--- src/rtl/sa_pkg.sv ---
// sa_pkg: shared FSM state type, default array sizes and row-slice helper for the systolic array blocks.
package sa_pkg;
  typedef enum logic [1:0] {IDLE, STREAM, FLUSH, DONE} state_t;
  localparam int ROWS_DEF = 4;
  localparam int WIDTH_A_DEF = 16;
  function automatic int row_lsb(input int r, input int w);
    return r * w;
  endfunction
endpackage

--- src/rtl/skew_line.sv ---
// skew_line: DEPTH-stage data+valid shift register with enable and synchronous clear.
module skew_line #(
  parameter int DEPTH = 1,
  parameter int WIDTH = 16
) (
  input  logic             clk,
  input  logic             rst,
  input  logic             clear,
  input  logic             en,
  input  logic [WIDTH-1:0] d,
  input  logic             v,
  output logic [WIDTH-1:0] q,
  output logic             qv
);
  logic [WIDTH-1:0] data [DEPTH];
  logic [DEPTH-1:0] vld;
  always_ff @(posedge clk or posedge rst) begin
    if (rst) begin
      for (int i = 0; i < DEPTH; i++) data[i] <= '0;
      vld <= '0;
    end else if (clear) begin
      for (int i = 0; i < DEPTH; i++) data[i] <= '0;
      vld <= '0;
    end else if (en) begin
      data[0] <= d;
      vld[0]  <= v;
      for (int i = 1; i < DEPTH; i++) begin
        data[i] <= data[i-1];
        vld[i]  <= vld[i-1];
      end
    end
  end
  assign q  = data[DEPTH-1];
  assign qv = vld[DEPTH-1];
endmodule

--- src/rtl/ws_act_skew_feeder.sv ---
// ws_act_skew_feeder: diagonal activation skew feeder for the WS PE array; ACT_FEEDER_ZERO_GATE_EN marks zero elements invalid.
module ws_act_skew_feeder
  import sa_pkg::*;
#(
  parameter int ROWS    = ROWS_DEF,
  parameter int WIDTH_A = WIDTH_A_DEF,
  parameter int CNT_W   = $clog2(ROWS) + 1
) (
  input  logic                    clk,
  input  logic                    rst,
  input  logic                    clear,
  input  logic                    in_valid,
  output logic                    in_ready,
  input  logic [ROWS*WIDTH_A-1:0] in_vec,
  input  logic                    in_last,
  input  logic                    stall,
  output logic [ROWS*WIDTH_A-1:0] act_out,
  output logic [ROWS-1:0]         act_valid,
  output logic                    pipeline_en,
  output logic                    cell_en,
  output logic                    busy,
  output logic                    done
);
  state_t state, state_n;
  logic [CNT_W-1:0] cnt, cnt_n;
  logic accept, adv;
  assign in_ready = ~stall & (state == IDLE | state == STREAM);
  assign accept   = in_valid & in_ready;
  assign adv      = ~stall & (state != DONE);
  always_comb begin
    state_n = state == DONE  ? IDLE :
              state == FLUSH ? (cnt == CNT_W'(1) ? DONE : FLUSH) :
              accept         ? (in_last ? FLUSH : STREAM) : state;
    cnt_n   = accept & in_last ? CNT_W'(ROWS - 1) :
              state == FLUSH   ? cnt - CNT_W'(1) : cnt;
  end
  always_ff @(posedge clk or posedge rst) begin
    if (rst) begin
      state <= IDLE;
      cnt   <= '0;
    end else if (clear) begin
      state <= IDLE;
      cnt   <= '0;
    end else if (~stall) begin
      state <= state_n;
      cnt   <= cnt_n;
    end
  end
  assign pipeline_en = ~stall & (|act_valid);
  assign cell_en     = state == STREAM | state == FLUSH;
  assign busy        = state != IDLE;
  assign done        = state == DONE;
  for (genvar r = 0; r < ROWS; r++) begin : g_row
    logic [WIDTH_A-1:0] elem;
    logic               ev;
    assign elem = accept ? in_vec[row_lsb(r, WIDTH_A) +: WIDTH_A] : '0;
`ifdef ACT_FEEDER_ZERO_GATE_EN
    assign ev = accept & (|elem);
`else
    assign ev = accept;
`endif
    skew_line #(.DEPTH(r + 1), .WIDTH(WIDTH_A)) u_line (
      .clk   (clk),
      .rst   (rst),
      .clear (clear),
      .en    (adv),
      .d     (elem),
      .v     (ev),
      .q     (act_out[row_lsb(r, WIDTH_A) +: WIDTH_A]),
      .qv    (act_valid[r])
    );
  end
endmodule

--- config.mk ---
export PLATFORM = sky130hd
export DESIGN_NAME = ws_act_skew_feeder
export DESIGN_NICKNAME = d
export VERILOG_FILES = /design/src/rtl/sa_pkg.sv /design/src/rtl/skew_line.sv /design/src/rtl/ws_act_skew_feeder.sv
export SDC_FILE = /design/constraint.sdc
export NUM_CORES = 1
export LEC_CHECK = 0
export ABC_AREA = 1
export CAP_MARGIN = 0
export CORE_MARGIN = 5
export CORE_UTILIZATION = 52
export CTS_BUF_LIST = sky130_fd_sc_hd__clkbuf_16
export DETAILED_ROUTE_END_ITERATION = 8
export PLACE_DENSITY = 0.81
export SYNTH_ARGS = -nofsm -noshare
export SYNTH_HDL_FRONTEND = slang
export SYNTH_SLANG_ARGS = --single-unit
--- constraint.sdc ---
create_clock -name clk -period 7.1 [get_ports clk]
set_input_delay 0.71 -clock clk [delete_from_list [all_inputs] [get_ports clk]]
set_output_delay 0.71 -clock clk [all_outputs]
set_load 0.1 [all_outputs]
=== Word level (Yosys, flattened, before mapping) ===
Index checks and enable logic that the tools add are counted.

* Add/subtract/negate cells: 1
* $mul: 0
* Divide/modulo/power cells: 0
* Order comparisons: 0
* Equality and inequality tests: 6
* Shift-type cells: 0
* Multiplexer cells: 31
* Bitwise logic cells: 8
* Reductions and logical operators: 8

{| class="wikitable"
|+ Operator list
! kind !! count
|-
| $mux W64 || 2
|-
| $mux W16 || 6
|-
| $mux W48 || 2
|-
| $mux W32 || 2
|-
| $mux W3 || 6
|-
| $mux W2 || 8
|-
| $mux W4 || 2
|-
| $and A1 B1 Y1 || 5
|-
| $eq A2 B2 Y1 const B || 2
|-
| $ne A2 B2 Y1 const B || 2
|-
| $reduce_and A2 Y1 || 2
|-
| $reduce_bool A2 Y1 || 2
|-
| $reduce_bool A4 Y1 || 1
|-
| $reduce_or A4 Y1 || 1
|-
| $eq A3 B1 Y1 const B || 1
|-
| $mux W1 || 3
|-
| $reduce_bool A3 Y1 || 1
|-
| $sub A3 B1 Y3 const B || 1
|-
| $eq A2 B1 Y1 const B || 1
|-
| $logic_not A2 Y1 || 1
|-
| $or A1 B1 Y1 || 2
|-
| $not A1 Y1 || 1
|}

* Register bits: 175
* Latch bits: 0
* Memory bits (writable): 0
* Bits in read-only memories: 0
* Input bits: 70
* Output and inout bits: 73
* Logic and storage cells: 70
* Memories kept: 0

=== Depth between registers and ports, before layout ===
Gate-level depths: netlist (run 1).

* Word-level depth: 9
* Mapped depth: 9
* Depth with buffers taken out: 9

=== Cells and area by module ===
Synthesis (run 1) repeated with hierarchy kept, for this count alone.

* Cells, all modules: 992
* Area, all modules: 8709.6 um^2

{| class="wikitable"
|+ Modules (own cells, without submodules)
! module !! times used !! cells each !! area an instance (um^2) !! seq. area each (um^2)
|-
| skew_line at g_row[3].u_line || 1 || 313 || 2813.9 || 1701.6
|-
| skew_line at g_row[2].u_line || 1 || 239 || 2283.4 || 1276.2
|-
| skew_line at g_row[1].u_line || 1 || 165 || 1490.2 || 850.8
|-
| ws_act_skew_feeder || 1 || 200 || 1413.9 || 125.1
|-
| skew_line at g_row[0].u_line || 1 || 75 || 708.2 || 425.4
|}

=== Worst setup path before layout (run 1) ===
OpenSTA, ideal clock, no wires.

* Kind: input -> output
* Start point: in stall
* End point: out pipeline_en
* Arrival: 2.261 ns
* Path slack: 4.129 ns
* Stages on the path: 1
* Path through: a41oi_1

* Longest elaborated chain between the ends: 2

{| class="wikitable"
|+ Ends and longest elaborated chain
! what !! line !! text
|-
| from (decl) || ws_act_skew_feeder.sv:16 || <nowiki>input logic stall,</nowiki>
|-
| $not A1 Y1 || ws_act_skew_feeder.sv:49 || <nowiki>assign pipeline_en = ~stall & (|act_valid);</nowiki>
|-
| $and A1 B1 Y1 || ws_act_skew_feeder.sv:49 ||
|-
| to (decl) || ws_act_skew_feeder.sv:19 || <nowiki>output logic pipeline_en,</nowiki>
|}

No other way between the ends.

=== Final worst setup path (run 1) ===
* Start point: in clear
* End point: reg g_row[3].u_line.data[60] in the netlist's numbering

* Longest elaborated chain between the ends: 1

{| class="wikitable"
|+ Ends and longest elaborated chain
! what !! line !! text
|-
| from (decl) || ws_act_skew_feeder.sv:11 || <nowiki>input logic clear,</nowiki>
|-
| $mux W64 / $reduce_bool A2 Y1 (equally long branches) || - ||
|-
| to (signal, indexed assignment) || skew_line.sv:28 || <nowiki>data[i] <= data[i-1];</nowiki>
|-
| to (decl) || skew_line.sv:15 || <nowiki>logic [WIDTH-1:0] data [DEPTH];</nowiki>
|}

Parallel ways exist; a longest one is shown, timed or not.
A chain may end at the register's enable or synchronous reset.

==> results of run 1 <==
## metal layers
metal / global-route usage / part of all wire
met1: 0.257 / 0.43
met3: 0.0455 / 0.057
met5: 0 / 0
met4: 0.0675 / 0.017
met2: 0.310 / 0.50
## worst register-to-register path, stage by stage (launching register included)
cell	delay (ns)
sky130_fd_sc_hd__dfrtp_1	0.44
sky130_fd_sc_hd__ha_1	0.26
sky130_fd_sc_hd__nor2_2	0.18
sky130_fd_sc_hd__nand2_4	0.53
sky130_fd_sc_hd__nor2_8	1.00
sky130_fd_sc_hd__nand2_1	0.18
sky130_fd_sc_hd__o21ai_0	0.12
## placed cells by master, fill, tap and decap left out, drive strengths merged, types with 6 or more instances in the layout
cell             n
nand3           67
clkinv           7
o22ai           52
clkdlybuf4s50  142
dfrtp          169
o21ai           97
ha               6
nand2          101
clkbuf          17
inv            115
## kinds of logic after synthesis
kind of cell	count (synthesis)	share of synthesized area
AO/OA/AOI/OAI	156	0.131
XOR/XNOR	1	0.00123
adder cells (fa/ha/maj)	6	0.0105
buffers and inverters	207	0.156
flip-flops	169	0.593
AND/OR/NAND/NOR	175	0.108
## worst max-delay path by stage
| stage | startpoint | endpoint | cells after the start |
|---|---|---|---|
| 4_1_cts | clear | g_row[3].u_line.data[60]$_DFFE_PP0P_ | 7 |
| 3_3_place_gp | clear | g_row[3].u_line.data[60]$_DFFE_PP0P_ | 7 |
| 5_1_grt | clear | g_row[3].u_line.data[60]$_DFFE_PP0P_ | 7 |
| 6_report | clear | g_row[3].u_line.data[60]$_DFFE_PP0P_ | 7 |
| 3_5_place_dp | clear | g_row[3].u_line.data[60]$_DFFE_PP0P_ | 7 |
| 2_1_floorplan | rst | cnt[0]$_DFFE_PP0P_ | 1 |
## power by group
part / switching (mW) / total [mW] / internal [mW]
combinational: 0.245 / 0.341 / 0.0961
clock: 0.360 / 0.978 / 0.618
sequential: 0.0175 / 1.01 / 0.992
total: 0.622 / 2.33 / 1.71
## stage by stage
step	std cells	instance area, um^2	util
2_1_floorplan	714	7130	-
3_3_place_gp	942	8120	0.608
3_5_place_dp	942	8120	0.608
4_1_cts	974	8750	0.656
5_1_grt	974	8750	0.656
6_report	974	8750	0.656
## sequential cells by signal, indices dropped and copies added (netlist names)
register / cells
g_row.u_line.data: 96
g_row.u_line.vld: 4
g_row.u_line.q: 64
cnt: 3
state: 2
## cell type report
cell class / count / area (um^2)
repair buffers: 145 / 1440
inverters: 114 / 433
flip-flops and latches: 169 / 4230
clock buffers: 17 / 425
multi-input cells: 338 / 1800
clock inverters: 15 / 208
well taps: 176 / 220
fillers: 1063 / 4590
==> reports/results.txt, run 1 <==
Result of the run - complete, no violations
Maximum vdd drop - 0.000160 V
Effective utilization at floorplan - 0.534
Dominant cell by count in the synthesized netlist - sky130_fd_sc_hd__dfrtp_1
Slack of the worst reg-to-reg path - 4.31 ns
Port buffer count - 142
WP data arrival - 3.91 ns
Start point of the worst hold path - g_row[2].u_line.q[6]$_DFFE_PP0P_
Tot Pwr - 2.33 mW
Final #Nets - 861
Launching element type of the critical path - primary input
Count of final max-slew check failures - 0
RePlAce Congestion - 0.828
Clock root buffer - sky130_fd_sc_hd__clkbuf_16
Data required time at the worst endpoint - 7.42 ns
1st-pass router iterations - 5
Crit path cell chain - clkdlybuf4s50_1, inv_2, buf_4, nand2_4, nor2_8, nand2_1, o21ai_0
Hold Crit Endpoint - g_row[2].u_line.q[6]$_DFFE_PP0P_
Skew-Pair Late Insertion Delay - 0.42 ns
Wire length of the first global-routing pass - 25.1 mm
Setup slack after layout - 3.51 ns
Vias in the first global route - 5,084
Share of the clock period used by the worst path - 0.506
Congestion Overflow GR - 0
Maximum number of pins on one net before global-route repair - 103
Number of nets with antenna violations after detailed routing - 0
Count of final setup violators - 0
Leakage power - 3.86 nW
Tightest Pin Transition - 1.15 ns
Critical path type - primary input to register
Pre-CTS worst setup slack - 3.14 ns
Number of register bits inferred by synthesis - 169
Peak fanout along the critical path - 102
Count of buffering cells on the critical path with inverters included - 3
Yosys top cell by area - sky130_fd_sc_hd__dfrtp_1
Number of H-tree branching levels - 4
Worst hold slack after final layout - 0.512 ns
Worst reg2reg path endpoint - g_row[3].u_line.data[60]$_DFFE_PP0P_
Residual DRC count - 0
Chip Width - 127 um
Aggregate routed wire length - 15.2 mm
Number of rows in the core area - 42
Total die area - 0.0161 mm^2
Pwr per Cell Area - 266 mW/mm^2
Syn_area_per_cell - 9.98 um^2
Startpoint of the worst register-to-register path - state[1]$_DFFE_PP0P_
Vias - 5,077
Aggregate negative setup slack - 0 ns
First-iteration detailed-routing DRC count - 490
Worst slew slack as a fraction of its limit - 0.232
Classification of the worst-slack hold path - register to register
Final Skew - 0.00806 ns
Area overhead of the layout relative to synthesis - 22.8%
Count of flip-flops with a built-in enable after synthesis - 0
Achievable Freq - 0.279 GHz
Nets in the synthesized netlist - 790
Number of distinct library cells after synthesis - 26
Critical path's largest stage delay - 0.93 ns
Clock sink total - 169
Fraction of layout cells with a size suffix above 1 - 0.0764
Post-synthesis instance area - 0.00713 mm^2
Inserted Clock Buffers - 17
Hold violation total from the final report - 0
Detailed-placement wirelength estimate - 9.68 mm
Die Y - 127 um
Yosys warning total - 0
Synth Flop Type - sky130_fd_sc_hd__dfrtp_1
Placeable core region - 0.0133 mm^2
Final critical path time including I/O delays and setup - 3.59 ns
Initial antenna violation count - 0
Top delay family on crit path - simple AND/OR/NAND/NOR gates
Area fraction of the dominant cell type after synthesis - 0.593
Number of cell instances on the worst register-to-register path - 6
Synth top cells by count - sky130_fd_sc_hd__dfrtp_1, sky130_fd_sc_hd__inv_1, sky130_fd_sc_hd__nand2_1
Syn Inst Count - 714
Max stage delay cell, worst path - sky130_fd_sc_hd__nor2_8
Routed wirelength normalized by instance count - 15.6 um
Count of antenna diodes in the layout - 0
Kind of capture point of the worst setup path - register
Max-capacitance violation count - 0
Via density per instance - 5.21
Post-CTS sizing - 0
Main area contributors after synthesis - sky130_fd_sc_hd__dfrtp_1, sky130_fd_sc_hd__inv_1, sky130_fd_sc_hd__buf_4
Post-synthesis async set-or-reset flop share - 1.00
Max clock buf depth - 2
Post-synthesis sequential area ratio - 0.593
Setup repair after global routing missed its margin - false
CTS tree - built
Min-Delay Path Depth - 2
Total of hold buffers inserted after clock tree synthesis - 0
Num ports - 143
Reg clk slew, reported paths - 0.07 ns
Count of buffers added by post-CTS timing repair for setup - 0
Global router's overall resource usage - 0.192
(Power assumes the default switching activity.)
==> run 2: changes to the inputs <==
==> constraint.sdc (replaced) <==
create_clock -name clk -period 3.5 [get_ports clk]
set_input_delay 0.35 -clock clk [delete_from_list [all_inputs] [get_ports clk]]
set_output_delay 0.35 -clock clk [all_outputs]
set_load 0.1 [all_outputs]
==> run 2 against run 1 <==
  * Total power grew 88%
  * Critical path depth down 3
  * Combinational power increased by 110%
  * First-iteration DRC count down 30%
  * Flip-flop and latch count is the same
  * Register-to-register slack got worse by 2.9 ns
  * Largest power group unchanged
==> reports/results.txt, run 2 (synthesis gave the netlist of run 1 again) <==
Result of the run - complete, no violations
Detailed-placement wirelength estimate - 10.2 mm (+5.5%)
Maximum number of pins on one net before global-route repair - 102 (-0.97%)
Critical path type - register to output pin
WP data arrival - 2.34 ns (-1.57 ns)
Top delay family on crit path - buffers and inverters
Max clock buf depth - 2 (unchanged)
Crit path cell chain - inv_1, ha_1, inv_2, clkdlybuf4s50_1
Vias in the first global route - 5,281 (+3.9%)
Clock sink total - 169 (unchanged)
Hold violation total from the final report - 0 (unchanged)
Share of the clock period used by the worst path - 0.770
Classification of the worst-slack hold path - primary input to async pin
Largest register by flop count - g_row.u_line.data
Leakage power - 3.86 nW (about the same)
Data required time at the worst endpoint - 3.15 ns (-4.27 ns)
Commonest non-fill, non-tap cells in the layout - sky130_fd_sc_hd__dfrtp_1, sky130_fd_sc_hd__clkdlybuf4s50_1, sky130_fd_sc_hd__inv_1, sky130_fd_sc_hd__nand2_1, sky130_fd_sc_hd__o21ai_0
Total die area - 0.0161 mm^2 (unchanged)
Number of cells after detailed placement - 947 (+0.53%)
Worst slew slack as a fraction of its limit - 0.309 (+0.0771)
Number of cell instances on the worst register-to-register path - 8 (+2)
CP Launch Point - state[0]$_DFFE_PP0P_
CTS tree - built
Clock root buffer - sky130_fd_sc_hd__clkbuf_16
Final #Nets - 866 (+0.58%)
Most common cell after layout, fill and taps aside - sky130_fd_sc_hd__dfrtp_1
Count of final max-slew check failures - 0 (unchanged)
Max-capacitance violation count - 0 (unchanged)
Vias - 5,077 (unchanged)
Count of final setup violators - 0 (unchanged)
Port buffer count - 142 (unchanged)
Number of rows in the core area - 42 (unchanged)
Slack of the worst reg-to-reg path - 1.38 ns (-2.93 ns)
Maximum vdd drop - 0.000441 V (+180%)
Comb pwr share - 0.162 (+0.016)
Critical path's largest stage delay - 1.13 ns (+0.20 ns)
Final critical path time including I/O delays and setup - 2.69 ns
Fraction of layout cells with a size suffix above 1 - 0.0737 (-0.00278)
Total of hold buffers inserted after clock tree synthesis - 0 (unchanged)
Crit path depth - 4 (-3)
Area overhead of the layout relative to synthesis - 22.1%
Tightest Pin Transition - 1.03 ns (-0.119 ns)
Aggregate negative setup slack - 0 ns (unchanged)
Skew-Pair Late Insertion Delay - 0.42 ns (about the same)
First-iteration detailed-routing DRC count - 341 (-30%)
Launching element type of the critical path - register
Inserted Clock Buffers - 17 (unchanged)
Achievable Freq - 0.371 GHz
Residual DRC count - 0 (unchanged)
Fraction of power spent switching nets - 0.279 (+0.0116)
Max stage delay cell, worst path - sky130_fd_sc_hd__clkdlybuf4s50_1
Effective utilization at floorplan - 0.534 (unchanged)
Count of antenna diodes in the layout - 0 (unchanged)
Internal Dissipation - 3.16 mW (+85%)
Layout Cells excl Fill - 977 (+0.31%)
Via density per instance - 5.20 (-0.31%)
Post-CTS sizing - 0 (unchanged)
Num ports - 143 (unchanged)
Share of power burned in the clock network - 0.370 (-0.050)
Reg clk slew, reported paths - 0.06 ns (about the same)
Initial antenna violation count - 0 (unchanged)
RePlAce Congestion - 0.913 (+10%)
Setup repair after global routing missed its margin - false
Wire length of the first global-routing pass - 25.8 mm (+2.9%)
Die Y - 127 um (unchanged)
Count of buffers added by post-CTS timing repair for setup - 0 (unchanged)
Count of buffering cells on the critical path with inverters included - 3 (unchanged)
Final Skew - 0.00744 ns (-0.000627 ns)
Aggregate routed wire length - 15.7 mm (+3.5%)
Number of H-tree branching levels - 4 (unchanged)
Congestion Overflow GR - 0 (unchanged)
Net switching power - 1.22 mW (+96%)
Kind of capture point of the worst setup path - output pin
Placeable core region - 0.0133 mm^2 (unchanged)
Peak fanout along the critical path - 5 (-95%)
Global router's overall resource usage - 0.200 (+0.00769)
Worst reg2reg path endpoint - g_row[2].u_line.data[35]$_DFFE_PP0P_
1st-pass router iterations - 5 (unchanged)
Number of nets with antenna violations after detailed routing - 0 (unchanged)
Capture point of the worst path - busy
Startpoint of the worst register-to-register path - state[0]$_DFFE_PP0P_
Pwr per Cell Area - 503 mW/mm^2 (+89%)
Chip Width - 127 um (unchanged)
Max FFs per register - 96 (unchanged)
Worst hold slack after final layout - 0.264 ns (-0.248 ns)
Reg power frac - 0.468 (+0.034)
Routed wirelength normalized by instance count - 16.1 um (+3.1%)
==> run 2: changes by cell type in the layout (fill, tap and decap cells not counted) <==
cell | before | now
sky130_fd_sc_hd__inv_6 | 1 | 0
sky130_fd_sc_hd__clkinv_1 | 3 | 5
sky130_fd_sc_hd__clkinv_4 | 2 | 0
sky130_fd_sc_hd__buf_4 | 3 | 6
sky130_fd_sc_hd__buf_12 | 0 | 4
sky130_fd_sc_hd__bufinv_16 | 5 | 1
sky130_fd_sc_hd__inv_1 | 111 | 116
sky130_fd_sc_hd__clkinvlp_4 | 2 | 1
sky130_fd_sc_hd__clkdlybuf4s50_1 | 142 | 140
sky130_fd_sc_hd__clkinv_2 | 2 | 1
==> run 2: routing by layer <==
metal,track usage,vias up,wire length [um]
met3,0.0551,19,1010
li1,-,2404,-
met2,0.339,175,7940
met4,0.0593,0,223
met5,0,-,0
met1,0.252,2479,6560
==> run 2: worst min path at each step <==
stage | startpoint | cells past startpoint | to
after floorplan | cnt[1]$_DFFE_PP0P_ | 2 | cnt[1]$_DFFE_PP0P_
after global placement | cnt[1]$_DFFE_PP0P_ | 2 | cnt[1]$_DFFE_PP0P_
after CTS | rst | 2 | g_row[2].u_line.data[42]$_DFFE_PP0P_
final | rst | 2 | g_row[2].u_line.data[27]$_DFFE_PP0P_
after detailed placement | cnt[1]$_DFFE_PP0P_ | 2 | cnt[1]$_DFFE_PP0P_
after global routing | rst | 2 | g_row[2].u_line.data[27]$_DFFE_PP0P_
==> run 2: metrics by stage <==
stage / area (um^2) / power [mW] / setup WS (ns) / utilization
after global routing: 8700 / 4.55 / 0.710 / 0.652
after global placement: 8200 / 2.76 / 0.912 / 0.615
final: 8700 / 4.38 / 0.806 / 0.652
after floorplan: 7130 / 2.59 / 0.888 / -
after detailed placement: 8200 / 2.79 / 0.857 / 0.615
after CTS: 8700 / 4.41 / 0.794 / 0.652
==> run 2: power groups by stage <==
stage	combinational [mW]	sequential, mW	clock [mW]
2_1_floorplan	0.468	2.13	0
3_3_place_gp	0.685	2.08	0
3_5_place_dp	0.707	2.08	0
4_1_cts	0.710	2.05	1.65
5_1_grt	0.761	2.05	1.73
6_report	0.709	2.05	1.62
==> run 2: final cells by class <==
class | instances | area [um^2]
Timing Repair Buffer | 150 | 1530
Clock inverter | 13 | 76.3
Inverter | 114 | 432
Multi-Input combinational cell | 338 | 1800
Fill cell | 1038 | 4640
Tap cell | 176 | 220
Sequential cell | 169 | 4230
Clock buffer | 17 | 425
